## config.mk

```make
export PLATFORM = sky130hd
export DESIGN_NAME = fc_seq_ctrl
export DESIGN_NICKNAME = d
export VERILOG_FILES = /design/src/rtl/fc_seq_ctrl.sv
export SDC_FILE = /design/constraint.sdc
export NUM_CORES = 2
export LEC_CHECK = 0
export CORE_UTILIZATION = 56
export CTS_CLUSTER_SIZE = 30
export DETAILED_ROUTE_END_ITERATION = 8
export PLACE_DENSITY = 0.77
export SYNTH_ARGS = -nofsm -noshare
export SYNTH_HDL_FRONTEND = slang
export SYNTH_SLANG_ARGS = --single-unit
```

## constraint.sdc

```tcl
create_clock -name clk -period 6.6 [get_ports clk]
set_clock_uncertainty 0.05 [all_clocks]
set_input_delay 1.32 -clock clk [delete_from_list [all_inputs] [get_ports clk]]
set_output_delay 1.32 -clock clk [all_outputs]
set_load 0.01 [all_outputs]
```

## src/rtl/fc_seq_ctrl.sv

```systemverilog
// Fully-connected layer sequencer: result = data x weight + bias computed on one
// shared multiply-accumulate unit, streaming one result per (row, column) pair.
module fc_seq_ctrl #(
  parameter int unsigned batch_size   = 1,
  parameter int unsigned feature_size = 3,
  parameter int unsigned bias_size    = 2,
  parameter int unsigned addr_w       = 8
) (
  input  logic              clk,
  input  logic              rst,
  input  logic              start,
  output logic              busy,
  output logic              done,
  output logic              rd_en,
  output logic [addr_w-1:0] d_addr,
  output logic [addr_w-1:0] w_addr,
  output logic [addr_w-1:0] b_addr,
  input  logic [31:0]       d_rdata,
  input  logic [31:0]       w_rdata,
  input  logic [31:0]       b_rdata,
  output logic              res_valid,
  input  logic              res_ready,
  output logic [31:0]       res_data,
  output logic [15:0]       res_row,
  output logic [15:0]       res_col
);

  typedef enum logic [2:0] {
    IDLE,
    BIAS,
    MAC,
    DRAIN,
    OUT,
    DONE
  } state_t;

  localparam logic [15:0] last_row = 16'(batch_size - 1);
  localparam logic [15:0] last_col = 16'(bias_size - 1);
  localparam logic [15:0] last_k   = 16'(feature_size - 1);

  state_t      state, state_nxt;
  logic [15:0] i, i_nxt;
  logic [15:0] j, j_nxt;
  logic [15:0] k, k_nxt;
  logic [31:0] acc, acc_nxt;
  logic [31:0] prod;

  logic              busy_nxt;
  logic              done_nxt;
  logic              rd_en_nxt;
  logic [addr_w-1:0] d_addr_nxt;
  logic [addr_w-1:0] w_addr_nxt;
  logic [addr_w-1:0] b_addr_nxt;
  logic              res_valid_nxt;
  logic [31:0]       res_data_nxt;
  logic [15:0]       res_row_nxt;
  logic [15:0]       res_col_nxt;

  // Operands arriving this cycle were requested one step earlier, so the
  // product always belongs to the previous k.
  assign prod = d_rdata * w_rdata;

  always_ff @(posedge clk or posedge rst) begin
    if (rst) begin
      state     <= IDLE;
      i         <= '0;
      j         <= '0;
      k         <= '0;
      acc       <= '0;
      busy      <= 1'b0;
      done      <= 1'b0;
      rd_en     <= 1'b0;
      d_addr    <= '0;
      w_addr    <= '0;
      b_addr    <= '0;
      res_valid <= 1'b0;
      res_data  <= '0;
      res_row   <= '0;
      res_col   <= '0;
    end else begin
      state     <= state_nxt;
      i         <= i_nxt;
      j         <= j_nxt;
      k         <= k_nxt;
      acc       <= acc_nxt;
      busy      <= busy_nxt;
      done      <= done_nxt;
      rd_en     <= rd_en_nxt;
      d_addr    <= d_addr_nxt;
      w_addr    <= w_addr_nxt;
      b_addr    <= b_addr_nxt;
      res_valid <= res_valid_nxt;
      res_data  <= res_data_nxt;
      res_row   <= res_row_nxt;
      res_col   <= res_col_nxt;
    end
  end

  always_comb begin
    state_nxt = state;
    i_nxt     = i;
    j_nxt     = j;
    k_nxt     = k;
    acc_nxt   = acc;

    case (state)
      IDLE: begin
        if (start) begin
          i_nxt     = '0;
          j_nxt     = '0;
          k_nxt     = '0;
          state_nxt = BIAS;
        end
      end
      BIAS: begin
        k_nxt     = '0;
        state_nxt = MAC;
      end
      MAC: begin
        if (k == 16'd0) begin
          acc_nxt = b_rdata;
        end else begin
          acc_nxt = acc + prod;
        end
        k_nxt = k + 16'd1;
        if (k == last_k) begin
          state_nxt = DRAIN;
        end
      end
      DRAIN: begin
        acc_nxt   = acc + prod;
        state_nxt = OUT;
      end
      OUT: begin
        if (res_ready) begin
          if (j == last_col) begin
            j_nxt = '0;
            if (i == last_row) begin
              i_nxt     = '0;
              state_nxt = DONE;
            end else begin
              i_nxt     = i + 16'd1;
              state_nxt = BIAS;
            end
          end else begin
            j_nxt     = j + 16'd1;
            state_nxt = BIAS;
          end
        end
      end
      DONE: begin
        state_nxt = IDLE;
      end
      default: begin
        state_nxt = IDLE;
      end
    endcase
  end

  // Outputs are registered from the upcoming state so they line up with the
  // state itself while staying glitch-free; addresses hold when not reading.
  always_comb begin
    busy_nxt      = (state_nxt != IDLE);
    done_nxt      = (state_nxt == DONE);
    rd_en_nxt     = (state_nxt == BIAS) || (state_nxt == MAC);
    res_valid_nxt = (state_nxt == OUT);
    d_addr_nxt    = d_addr;
    w_addr_nxt    = w_addr;
    b_addr_nxt    = b_addr;
    res_data_nxt  = res_data;
    res_row_nxt   = res_row;
    res_col_nxt   = res_col;

    if (state_nxt == BIAS) begin
      b_addr_nxt = addr_w'(j_nxt);
    end
    if (state_nxt == MAC) begin
      d_addr_nxt = addr_w'(32'(i_nxt) * feature_size + 32'(k_nxt));
      w_addr_nxt = addr_w'(32'(k_nxt) * bias_size + 32'(j_nxt));
    end
    if (state_nxt == OUT) begin
      res_data_nxt = acc_nxt;
      res_row_nxt  = i_nxt;
      res_col_nxt  = j_nxt;
    end
  end

endmodule
```

# ---- Yosys cells after proc, flatten, opt, wreduce, memory -nomap -nowiden
# Cells that the tools add are included.
dict set report classes {
  n_reduce_logical 5
  eq_ne 10
  multipliers 2
  mux 19
  addsub 6
}
# operator n
set ops {}
lappend ops {{$mux 16} 8}
lappend ops {{$pmux 16 s2} 2}
lappend ops {{$pmux 32 s2} 1}
lappend ops {{$add 16x1->16 const B} 3}
lappend ops {{$pmux 16 s3} 1}
lappend ops {{$add 32x32->32} 1}
lappend ops {{$logic_not 16->1} 2}
lappend ops {{$mul 32x32->32} 1}
lappend ops {{$mux 32} 1}
lappend ops {{$add 8x8->8} 2}
lappend ops {{$eq 16x1->1 const B} 1}
lappend ops {{$eq 16x2->1 const B} 1}
lappend ops {{$mul 16x2->8 const B} 1}
lappend ops {{$mux 3} 5}
lappend ops {{$pmux 3 s5} 1}
lappend ops {{$eq 3x2->1 const B} 3}
lappend ops {{$eq 3x3->1 const B} 3}
lappend ops {{$eq 3x1->1 const B} 2}
lappend ops {{$logic_not 3->1} 1}
lappend ops {{$reduce_bool 3->1} 1}
lappend ops {{$logic_or 1x1->1} 1}
dict set report totals {
  word_cells 57
  input_bits 100
  output_inout_bits 92
  reg_bits 175
}

# ---- Longest topological paths before layout
dict set report logic_depth {
  ltp_word 7
  ltp_mapped 29
  mapped_depth_nobuf 27
}

# ---- Worst setup path after synthesis
# No wires, ideal clock.
dict set report synth_timing {
  path_kind {input to register}
  from {input port d_rdata[13]}
  to {register res_data[26]}
  t_required_ps 6425
  arrival_time_ps 7919
  cell_stages 25
  path_buffers 3
  setup_slack_ps -1493
  setup_time_ps 125
  cell_sequence {clkbuf_1 -> clkbuf_1 -> and2_1 -> fa_1 -> fa_1 -> fa_1 -> inv_1 -> fa_1 -> inv_1 -> fa_1 -> fa_1 -> fa_1 -> inv_1 -> fa_1 -> inv_1 -> ha_1 -> clkbuf_1 -> nand2_1 -> nor4b_1 -> nand4_2 -> a21boi_2 -> a211o_1 -> xnor2_1 -> o21ai_1 -> mux2_2}
}
dict set report synth_between {
  elab_chain_cells 4
}
# item line_no
set synth_lines {}
lappend synth_lines {{start: declaration} 18} ;# input logic [31:0] d_rdata,
lappend synth_lines {{$mul 32x32->32 *} 61} ;# assign prod = d_rdata * w_rdata;
lappend synth_lines {{$add 32x32->32 *} {123, 131}}
lappend synth_lines {{$mux 32} 120} ;# if (k == 16'd0) begin
lappend synth_lines {{$pmux 32 s2 *} 106} ;# case (state)
lappend synth_lines {{net acc_nxt[26]} 45} ;# logic [31:0] acc, acc_nxt;
lappend synth_lines {{end signal: assignment} 93} ;# res_data <= res_data_nxt;
lappend synth_lines {{end: declaration} 23} ;# output logic [31:0] res_data,
# Mark *: on every way through the listed nets, which the timed path passes. The rest lies on a longest branch.
# A chain may end at the register's enable or synchronous reset.

# ---- Worst setup path after layout
dict set report layout_timing {
  from {input port w_rdata[13]}
  to {register acc[30]}
}
dict set report layout_between {
  elab_chain_cells 4
}
# item line_no
set layout_lines {}
lappend layout_lines {{start: declaration} 19} ;# input logic [31:0] w_rdata,
lappend layout_lines {{$mul 32x32->32 *} 61}
lappend layout_lines {{$add 32x32->32 *} {123, 131}}
lappend layout_lines {{$mux 32} 120}
lappend layout_lines {{$pmux 32 s2 *} 106}
lappend layout_lines {{net acc_nxt[30]} 45}
lappend layout_lines {{end signal: assignment} 85} ;# acc <= acc_nxt;
lappend layout_lines {{end: declaration} 45}
# Marked as above.

==> flow_metrics.env <==
export IMPL_io_pins=192
export IMPL_syn_nets=3445
export IMPL_grt_start_max_net_pins=71
export IMPL_drive_above_1_share_pct=22.73
export IMPL_path_depth=28
export IMPL_cp_endpoint="acc[30]"
export IMPL_holdWs_ns=0.4187
export IMPL_design_area_um2=32560
export IMPL_yosys_area_share_adder_pct=42.79
export IMPL_synth_top_family_by_area="adder cells"
export IMPL_critPathSlowestCell="fa_1"
export IMPL_dr_pass1_iters=5
export IMPL_synthTopCellsByArea="fa_1 (36%), dfrtp_1 (17%), and2_1 (8.1%)"
export IMPL_place_area_um2=29410
export IMPL_grt_pass1_vias=22920
export IMPL_wl_per_cell_um=22.24
export IMPL_violations="setup timing"
export IMPL_tightest_slew_ns=1.092
export IMPL_muxShareOfSynthArea_pct=1.337
export IMPL_setup_viol=44
export IMPL_fillers=2820
export IMPL_synth_xor_area_share_pct=3.568
export IMPL_initial_core_util_pct=56.71
export IMPL_nNetsFinal=3867
export IMPL_layout_min_cycle_time_ns=7.811
export IMPL_avgSynthCellArea_um2=9.102
export IMPL_clkTransAtPathRegs_ns=0.07
export IMPL_synth_top_cell_area_share_pct=35.61
export IMPL_io_buffers=191
export IMPL_clockBufferDepth=2
export IMPL_maxCapViolCount=0
export IMPL_numCtsBuffers=17
export IMPL_ys_ff_latch=175
export IMPL_drcViolationCount=0
export IMPL_die_x_um=213.6
export IMPL_critPathTopFamily="adder cells"
export IMPL_hold_viol=0
export IMPL_ant_nets=0
export IMPL_netlist_area_um2=25080
export IMPL_grtUsageMet1_pct=45.35
export IMPL_via_count=21640
export IMPL_vias_per_cell=5.723
export IMPL_root_buffer="clkbuf_16"
export IMPL_dp_hpwl_um=58480
export IMPL_syn2layout_area_growth_pct=29.84
export IMPL_antenna_cells=0
export IMPL_synth_edff_count=0
export IMPL_instances_no_fill=3782
export IMPL_rr_endpoint="res_data[24]"
export IMPL_synth_compound_area_share_pct=7.360
export IMPL_coreArea_um2=44220
export IMPL_cts_tree="built"
export IMPL_rows=77
export IMPL_slowest_delay_ns=0.63
export IMPL_grtUsageTotal_pct=36.06
export IMPL_synth_cells=2755
export IMPL_grt_use_met3_pct=8.158
export IMPL_antenna_found_initial=4
export IMPL_critPathLaunch="w_rdata[13]"
export IMPL_synth_top_area_cell="fa_1"
export IMPL_fmax_mhz=128.0
export IMPL_r2r_start="acc[18]"
export IMPL_ys_seq_area_share_pct=17.46
export IMPL_cp_start_kind="input pin"
export IMPL_synth_cell_types=63
export IMPL_end_kind="flip-flop"
export IMPL_drtIter0Drc=2021
export IMPL_hold_path_depth=2
export IMPL_grt_pass1_wl_um=124600
export IMPL_worst_r2r_cell_count=25
export IMPL_fin_ws_ns=-1.211
export IMPL_critPathKind="in2reg"
export IMPL_die_y_um=213.6
export IMPL_crit_buf_inv=9
export IMPL_worstPathArrival_ns=8.12
export IMPL_place_congestion=0.9749
export IMPL_critPathMaxFanout=6
export IMPL_ctsHoldBuffers=0
export IMPL_yosys_area_share_simple_pct=17.72
export IMPL_dp_cells=3637
export IMPL_grt_use_met2_pct=59.25
export IMPL_rrSetupSlack_ns=-0.32
export IMPL_slew_violations=0
export IMPL_cts_htree_levels=4
export IMPL_drt_wl_total_um=84100
export IMPL_holdCritPathClass="reg2reg"
export IMPL_rsz0062_at_grt="true"
export IMPL_cp_required_ns=6.91
export IMPL_die_area_um2=45630
export IMPL_status="complete, but fails checks"
export IMPL_top_usage_layer="met2"
export IMPL_ys_flop_type="dfrtp_1"
export IMPL_cts_sinks=175
export IMPL_slew_headroom_pct=26.57
export IMPL_clk_latency_ns=0.44
export IMPL_ys_async_sr_fraction_pct=100.0
export IMPL_cp_common_cell="fa_1"
export IMPL_overflow=0
export IMPL_period_share_pct=118.3
export IMPL_finalSetupTns_ns=-38.07
export IMPL_yosysWarnings=0
-- worst min-delay path: stages (launching register included) --
cell and delay [ns]:
dfrtp_1 0.34, nand2_1 0.05, nand2_1 0.05
-- what timing repair did --
item	CTS	global route
setup endpoints to repair	46	45
pin swaps	178	189
gates cloned	7	6
resized for setup	367	231
buffers inserted	68	45
-- Yosys cell counts (3+ instances only) --
library cell	n
inv_1	521
o31a_1	4
nor2_1	123
and2_1	325
ha_1	144
a21boi_0	3
mux2_2	28
nand2_1	358
or3_1	5
nand2b_1	6
clkbuf_1	114
o21bai_1	7
buf_1	8
o21ai_1	26
buf_2	6
a22oi_1	6
and3_1	13
a221oi_1	3
nor4b_1	3
nor2b_1	7
xor2_1	22
nor3b_1	3
a31oi_1	18
nand3_1	19
nor3_1	17
a211oi_1	9
o21a_1	11
a21o_1	15
xnor2_1	75
dfrtp_1	175
o31ai_1	10
o21ai_0	88
fa_1	446
nor4_1	7
nand3b_1	3
nand4_1	9
a21oi_1	82
-- cell families (layout without fill, tap and decap cells) --
logic type | Yosys count | after routing
AND/OR/NAND/NOR | 905 | 905
multiplexers | 30 | 30
buffers and inverters | 650 | 1085
adder cells (fa/ha/maj) | 590 | 590
AO/OA/AOI/OAI | 306 | 306
flip-flops | 175 | 175
XOR/XNOR | 99 | 99
-- layer usage --
| layer | up-vias | share of wire (%) | wire (um) |
|---|---|---|---|
| met5 | - | 0.069 | 58 |
| met1 | 10740 | 36 | 29950 |
| li1 | 9205 | - | - |
| met3 | 401 | 10 | 8569 |
| met2 | 1290 | 47 | 39490 |
| met4 | 8 | 7.2 | 6032 |
-- stage by stage --
stage	util [%]	setup slack (ns)
detailed placement	66.50	-1.988
floorplan	-	-1.007
global placement	66.50	-1.870
global route	73.63	-1.427
finish	73.63	-1.211
CTS	71.24	-1.077
-- worst min-delay path by stage --
stage | end | from | slack [ns]
global route | res_data[4] | res_data[4] | 0.44
detailed placement | res_data[11] | res_data[11] | 0.41
floorplan | j[15] | j[15] | 0.41
CTS | res_data[5] | res_data[5] | 0.43
finish | res_data[5] | res_data[5] | 0.42
global placement | res_data[11] | res_data[11] | 0.40
-- area by class of cell --
type	count	area, um^2	area share, %
clock buffers	18	429.2	1.318
inverters	522	1964	6.033
flip-flops and latches	175	4379	13.45
well taps	592	740.7	2.275
multi-input cells	1930	19600	60.21
clock inverters	14	131.4	0.4035
repair buffers	531	5310	16.31
-- registers in the layout, indices dropped and copies added, names as in the netlist --
name / count
rd_en: 1
res_data: 32
i: 16
d_addr: 8
b_addr: 8
acc: 32
done: 1
res_row: 16
j: 16
w_addr: 8
state: 3
k: 16
res_valid: 1
busy: 1
res_col: 16
-- placed cells by master, fill, tap and decap left out, types with 43 or more instances in the layout --
master           count
inv_1              462
fa_1               402
nand2_1            336
and2_1             282
buf_4              231
dfrtp_1            175
clkdlybuf4s50_1    140
nor2_1             118
ha_1               109
o21ai_0             80
buf_6               70
xnor2_1             66
a21oi_1             63
inv_2               59
fa_2                44
and2_4              43
Power is not shown: default switching activity piles up to over one toggle a cycle in this logic, so the estimate is an artifact.
